**config.mk**
```make
export PLATFORM = sky130hd
export DESIGN_NAME = divisor_parametrizado
export DESIGN_NICKNAME = d
export VERILOG_FILES = /design/src/rtl/divisor_pkg.sv /design/src/rtl/divisor_passo.sv /design/src/rtl/divisor_parametrizado.sv
export SDC_FILE = /design/constraint.sdc
export NUM_CORES = 1
export LEC_CHECK = 0
export ABC_CLOCK_PERIOD_IN_PS = 3650
export BUFFER_PORTS_ARGS = -buffer_cell sky130_fd_sc_hd__buf_2
export CORE_UTILIZATION = 59
export DETAILED_ROUTE_END_ITERATION = 10
export PLACE_DENSITY = 0.93
export REMOVE_ABC_BUFFERS = 1
export SYNTH_ARGS = -nofsm -noshare
export SYNTH_HDL_FRONTEND = slang
export SYNTH_SLANG_ARGS = --single-unit
```
**constraint.sdc**
```tcl
create_clock -name clk -period 3.65 [get_ports clk]
set_input_delay 0.9125 -clock clk [delete_from_list [all_inputs] [get_ports clk]]
set_output_delay 0.9125 -clock clk [all_outputs]
set_load 0.02 [all_outputs]
```
**src/rtl/divisor_pkg.sv**
```systemverilog
// Shared types and two's-complement helpers for the sequential divider.
// Helpers work on a wide vector; callers widen to MAX_W and truncate back to their own width.
package divisor_pkg;

  typedef enum logic [1:0] {IDLE, DIV, FIX, DONE} estado_t;

  localparam int MAX_W = 64;

  function automatic logic [MAX_W-1:0] nega_cond(input logic [MAX_W-1:0] v, input logic neg);
    return neg ? (~v + 1'b1) : v;
  endfunction

  function automatic logic [MAX_W-1:0] abs_val(input logic [MAX_W-1:0] v, input int unsigned msb,
                                               input logic sinalizado);
    return nega_cond(v, sinalizado & v[msb]);
  endfunction

endpackage

```
**src/rtl/divisor_passo.sv**
```systemverilog
// One restoring-division step: shift in the next dividend bit, trial-subtract the divisor,
// and keep the difference only when it is non-negative.
module divisor_passo #(
  parameter int W = 16
) (
  input  logic [W:0]   i_resto,
  input  logic         i_bit,
  input  logic [W-1:0] i_divisor,
  output logic [W:0]   o_resto,
  output logic         o_bit_q
);

  logic [W+1:0] w_dif;

  // One guard bit above the shifted W+1-bit remainder carries the sign of the trial subtraction.
  assign w_dif   = {i_resto, i_bit} - {2'b00, i_divisor};
  assign o_bit_q = ~w_dif[W+1];
  assign o_resto = o_bit_q ? w_dif[W:0] : {i_resto[W-1:0], i_bit};

endmodule

```
**src/rtl/divisor_parametrizado.sv**
```systemverilog
// Parametrised sequential divider: one quotient bit per cycle, signed/unsigned per operation,
// divide-by-zero flag, start/ready/done_tick handshake.
module divisor_parametrizado
  import divisor_pkg::*;
#(
  parameter int W = 16
) (
  input  logic         clk,
  input  logic         rst,
  input  logic         start,
  input  logic         sinalizado,
  input  logic [W-1:0] dividendo,
  input  logic [W-1:0] divisor,
  output logic         ready,
  output logic         done_tick,
  output logic [W-1:0] quociente,
  output logic [W-1:0] resto,
  output logic         div_zero
);

  localparam int CW = $clog2(W + 1);

  estado_t         r_estado;
  logic [CW-1:0]   r_cnt;
  logic [W:0]      r_rem;
  logic [W-1:0]    r_quo;
  logic [W-1:0]    r_div_mag;
  logic            r_sinal_q;
  logic            r_sinal_r;
  logic            r_zero;

  logic [W:0]      w_rem_next;
  logic            w_bit_q;
  logic [W-1:0]    w_dvd_mag;
  logic [W-1:0]    w_dvs_mag;

  function automatic logic [W-1:0] ajusta(input logic [W-1:0] v, input logic neg);
    logic [MAX_W-1:0] t;
    t = nega_cond(MAX_W'(v), neg);
    return t[W-1:0];
  endfunction

  function automatic logic [W-1:0] magnitude(input logic [W-1:0] v, input logic sin);
    logic [MAX_W-1:0] t;
    t = abs_val(MAX_W'(v), W - 1, sin);
    return t[W-1:0];
  endfunction

  // The most-negative value maps to itself as a W-bit magnitude, which is what makes
  // most-negative / -1 come out as most-negative with a zero remainder.
  assign w_dvd_mag = magnitude(dividendo, sinalizado);
  assign w_dvs_mag = magnitude(divisor, sinalizado);

  divisor_passo #(.W(W)) u_passo (
    .i_resto   (r_rem),
    .i_bit     (r_quo[W-1]),
    .i_divisor (r_div_mag),
    .o_resto   (w_rem_next),
    .o_bit_q   (w_bit_q)
  );

  always_ff @(posedge clk) begin
    if (rst) begin
      r_estado  <= IDLE;
      ready     <= 1'b1;
      done_tick <= 1'b0;
      quociente <= '0;
      resto     <= '0;
      div_zero  <= 1'b0;
      r_cnt     <= '0;
      r_zero    <= 1'b0;
    end else begin
      case (r_estado)
        IDLE: begin
          done_tick <= 1'b0;
          if (start) begin
            ready     <= 1'b0;
            r_sinal_q <= sinalizado & (dividendo[W-1] ^ divisor[W-1]);
            r_sinal_r <= sinalizado & dividendo[W-1];
            r_div_mag <= w_dvs_mag;
            r_rem     <= '0;
            if (divisor == '0) begin
              // Raw dividend is parked in the quotient register and returned as the remainder.
              r_zero   <= 1'b1;
              r_quo    <= dividendo;
              r_estado <= FIX;
            end else begin
              r_zero   <= 1'b0;
              r_quo    <= w_dvd_mag;
              r_cnt    <= CW'(W);
              r_estado <= DIV;
            end
          end
        end
        DIV: begin
          r_rem <= w_rem_next;
          r_quo <= {r_quo[W-2:0], w_bit_q};
          r_cnt <= r_cnt - 1'b1;
          if (r_cnt == CW'(1)) r_estado <= FIX;
        end
        FIX: begin
          if (r_zero) begin
            quociente <= '1;
            resto     <= r_quo;
          end else begin
            quociente <= ajusta(r_quo, r_sinal_q);
            resto     <= ajusta(r_rem[W-1:0], r_sinal_r);
          end
          div_zero  <= r_zero;
          done_tick <= 1'b1;
          r_estado  <= DONE;
        end
        DONE: begin
          done_tick <= 1'b0;
          ready     <= 1'b1;
          r_estado  <= IDLE;
        end
        default: r_estado <= IDLE;
      endcase
    end
  end

endmodule

```
==> results.yml <==
setup_path:
  max_stage_delay_ns: 0.45
  crit_required_ns: 3.77
  arrival_ns: 3.36
  worst-path-max-fanout: 5
  r2r_slack_ns: 0.41
  worstReg2RegEnd: "r_rem[14]$_SDFFCE_PN0P_"
  crit_chain: "inv_1, ha_1, fa_1, inv_1, a21o_1, a221o_1, a21oi_1, mux2_2, o31ai_1, a21oi_1"
  rr_startpoint: "r_quo[15]$_DFFE_PP_"
  cp.buffers_inverters: 2
  startpoint: "r_quo[15]$_DFFE_PP_"
  critPathSlowestCell: "edfxtp_1"
  cp-start-kind: "register"
  worstSetupPathType: "reg -> reg"
  critPathTopFamily: "compound AO/OA/AOI/OAI gates"
  worst-r2r-cell-count: 10
  setup.worst_path.end_class: "register"
power_and_ir_drop:
  p_per_area_nw_per_um2: 693
  power_mw: 4.61
  p_leak_nw: 2.72
  peakVddDrop_v: 0.000504
worst_hold_path:
  holdCritStartpoint: "resto[15]$_SDFFE_PP0P_"
  hp-class: "reg -> reg"
  min_to: "resto[15]$_SDFFE_PP0P_"
  hold_depth: 2
clock_tree:
  clock-sinks: 94
  cts_root_buf: "clkbuf_8"
  insertion_delay_ns: 0.38
  ctsHtreeMaxLevel: 3
  clkTransAtPathRegs_ns: 0.09
  cts_tree: "done"
  cts_hold_buffers: 0
  cts_setup_buffers: 0
  clockBufferDepth: 2
  numCtsBuffers: 9
  cts_resized: 0
global_routing:
  antenna_found_initial: 0
  grt_pass1_vias: 5068
  grtUsageMet1: 0.341
  busiest_layer: "met2"
  gr-usage-met3: 0.0414
  use_met2: 0.507
  grt_max_degree: 44
  overflow: 0
  grt_pass1_wl_um: 23500
  grt_usage: 0.289
yosys:
  ys_top_cells_by_count: "74 x nor2_1, 66 x nand2_1, 55 x o21ai_0, 51 x edfxtp_1, 43 x dfxtp_1"
  synth-edff-count: 51
  synth_area_um2: 5990
  synth_area_leaders: "edfxtp_1 26%, dfxtp_1 14%, mux2i_1 6.0%"
  netlist_instances: 672
  synth_most_common_cell: "nor2_1"
  yosys_warnings: 0
  ys_async_sr_fraction: 0
  synth_top_area_frac: 0.256
  yosysSeqAreaShare: 0.399
  synth-seq-cells: 94
  synthFlopType: "edfxtp_1"
  yosysTopAreaCell: "edfxtp_1"
  synth.distinct_cells: 53
  syn_area_per_cell_um2: 8.92
timing:
  fin_skew_ns: 0.0187
  setup_violations: 0
  fmax_mhz: 309
  timing.final.crit_share: 0.887
  period_needed_ns: 3.24
  rsz0062_at_grt: "no"
  drv_slew: 0
  relSlewSlack: 0.498
  worst_pin_slew_ns: 0.752
  hold_viol: 0
  setup_tns_ns: 0
drt:
  drc: 0
  post_drt_via_cell_ratio: 5.99
  initialDrtViolationCount: 352
  wl_um: 14500
  first_pass_iters: 5
  route.vias.total: 5202
  post_drt_wl_per_cell_um: 16.7
  ant_nets: 0
place:
  portBuffers: 70
  routabilityCongestion: 0.847
  dp_hpwl_um: 10700
die:
  die_h_um: 103
  initial_core_util: 0.610
  io_pins: 71
  chipWidth_um: 103
  rows: 36
  die_area_um2: 10600
  core_region_area_um2: 9820
finish:
  syn2layout_area_growth_pct: 11.1
  nets: 794
  antenna_cells: 0
  layout-drive-gt1-share: 0.141
run_status:
  outcome: "completed"
flow_run:
  maxCapViolations: 0
where the power goes:
part / switching, mW / internal (mW) / total [mW] / leakage (nW)
registers: 0.244 / 1.46 / 1.70 / 0.830
logic: 1.32 / 0.888 / 2.21 / 1.78
clock network: 0.392 / 0.313 / 0.705 / 0.106
flip-flops by register name, indices dropped and copies added, names as in the netlist:
register	cells
resto	16
r_quo	16
r_zero	1
r_sinal_q	1
quociente	16
r_cnt	5
ready	1
done_tick	1
r_sinal_r	1
r_estado	2
div_zero	1
r_div_mag	16
r_rem	17
metrics by stage:
| stage | hold WS (ns) | setup WS [ns] | util | area, um2 | std cells |
|---|---|---|---|---|---|
| after detailed placement | 0.463 | 0.307 | 0.658 | 6460 | 852 |
| after global placement | 0.454 | 0.401 | 0.658 | 6460 | 852 |
| after CTS | 0.477 | 0.479 | 0.678 | 6660 | 868 |
| final | 0.474 | 0.412 | 0.678 | 6660 | 868 |
| after floorplan | 0.441 | 0.153 | - | 5870 | 641 |
| after global routing | 0.511 | 0.236 | 0.678 | 6660 | 868 |
cell usage in the layout (no fill, tap or decap), drive strengths merged, types with 2 or more instances in the layout:
cell	synthesis	final
a211oi	7	7
a21o	10	10
a21oi	30	30
a31oi	2	2
and2	6	6
and3	3	3
buf	10	78
clkbuf	21	11
clkinv	0	2
dfxtp	43	43
edfxtp	51	51
ha	27	27
inv	34	37
mux2	2	2
mux2i	36	36
nand2	66	66
nand2b	20	20
nand3	13	13
nand3b	4	4
nand4	3	3
nor2	74	74
nor2b	7	7
nor3	11	11
nor3b	2	2
o211ai	4	4
o21ai	57	57
o22ai	14	14
o31ai	17	17
o41ai	5	5
or3	7	7
or4	4	4
xnor2	37	37
xor2	30	30
worst max path at each step:
stage | cells after the start | to | slack [ns]
floorplan | 8 | r_rem[16]$_SDFFCE_PN0P_ | 0.15
global placement | 8 | r_quo[13]$_DFFE_PP_ | 0.40
detailed placement | 8 | r_quo[13]$_DFFE_PP_ | 0.31
CTS | 10 | r_rem[14]$_SDFFCE_PN0P_ | 0.48
global route | 10 | r_rem[14]$_SDFFCE_PN0P_ | 0.24
finish | 10 | r_rem[14]$_SDFFCE_PN0P_ | 0.41
cell families (layout without fill, tap and decap cells):
family                   Yosys count  count (layout)  synth area share
multiplexers                      38              38            0.0639
AND/OR/NAND/NOR                  225             225             0.177
XOR/XNOR                          67              67            0.0979
adder cells (fa/ha/maj)           28              28            0.0597
AO/OA/AOI/OAI                    155             155             0.161
buffers and inverters             65             128            0.0413
flip-flops                        94              94             0.399
layout make-up:
class / instances / area, um2
multi-input cells: 513 / 3360
fillers: 748 / 3160
flip-flops and latches: 94 / 2390
repair buffers: 78 / 410
well taps: 133 / 166
clock buffers: 11 / 163
inverters: 34 / 128
clock inverters: 5 / 36.3
per-layer routing:
layer / share of wire / vias to the layer above
met4: 0.037 / 0
met2: 0.52 / 197
met1: 0.40 / 2469
met5: 0 / -
met3: 0.045 / 51
li1: - / 2485
worst reg2reg max path, cell delays in order (launching register included):
cell and delay, ns:
edfxtp_1 0.45, inv_1 0.20, ha_1 0.23, fa_1 0.24
inv_1 0.06, a21o_1 0.20, a221o_1 0.35, a21oi_1 0.43
mux2_2 0.40, o31ai_1 0.30, a21oi_1 0.11
(Power assumes the default switching activity.)
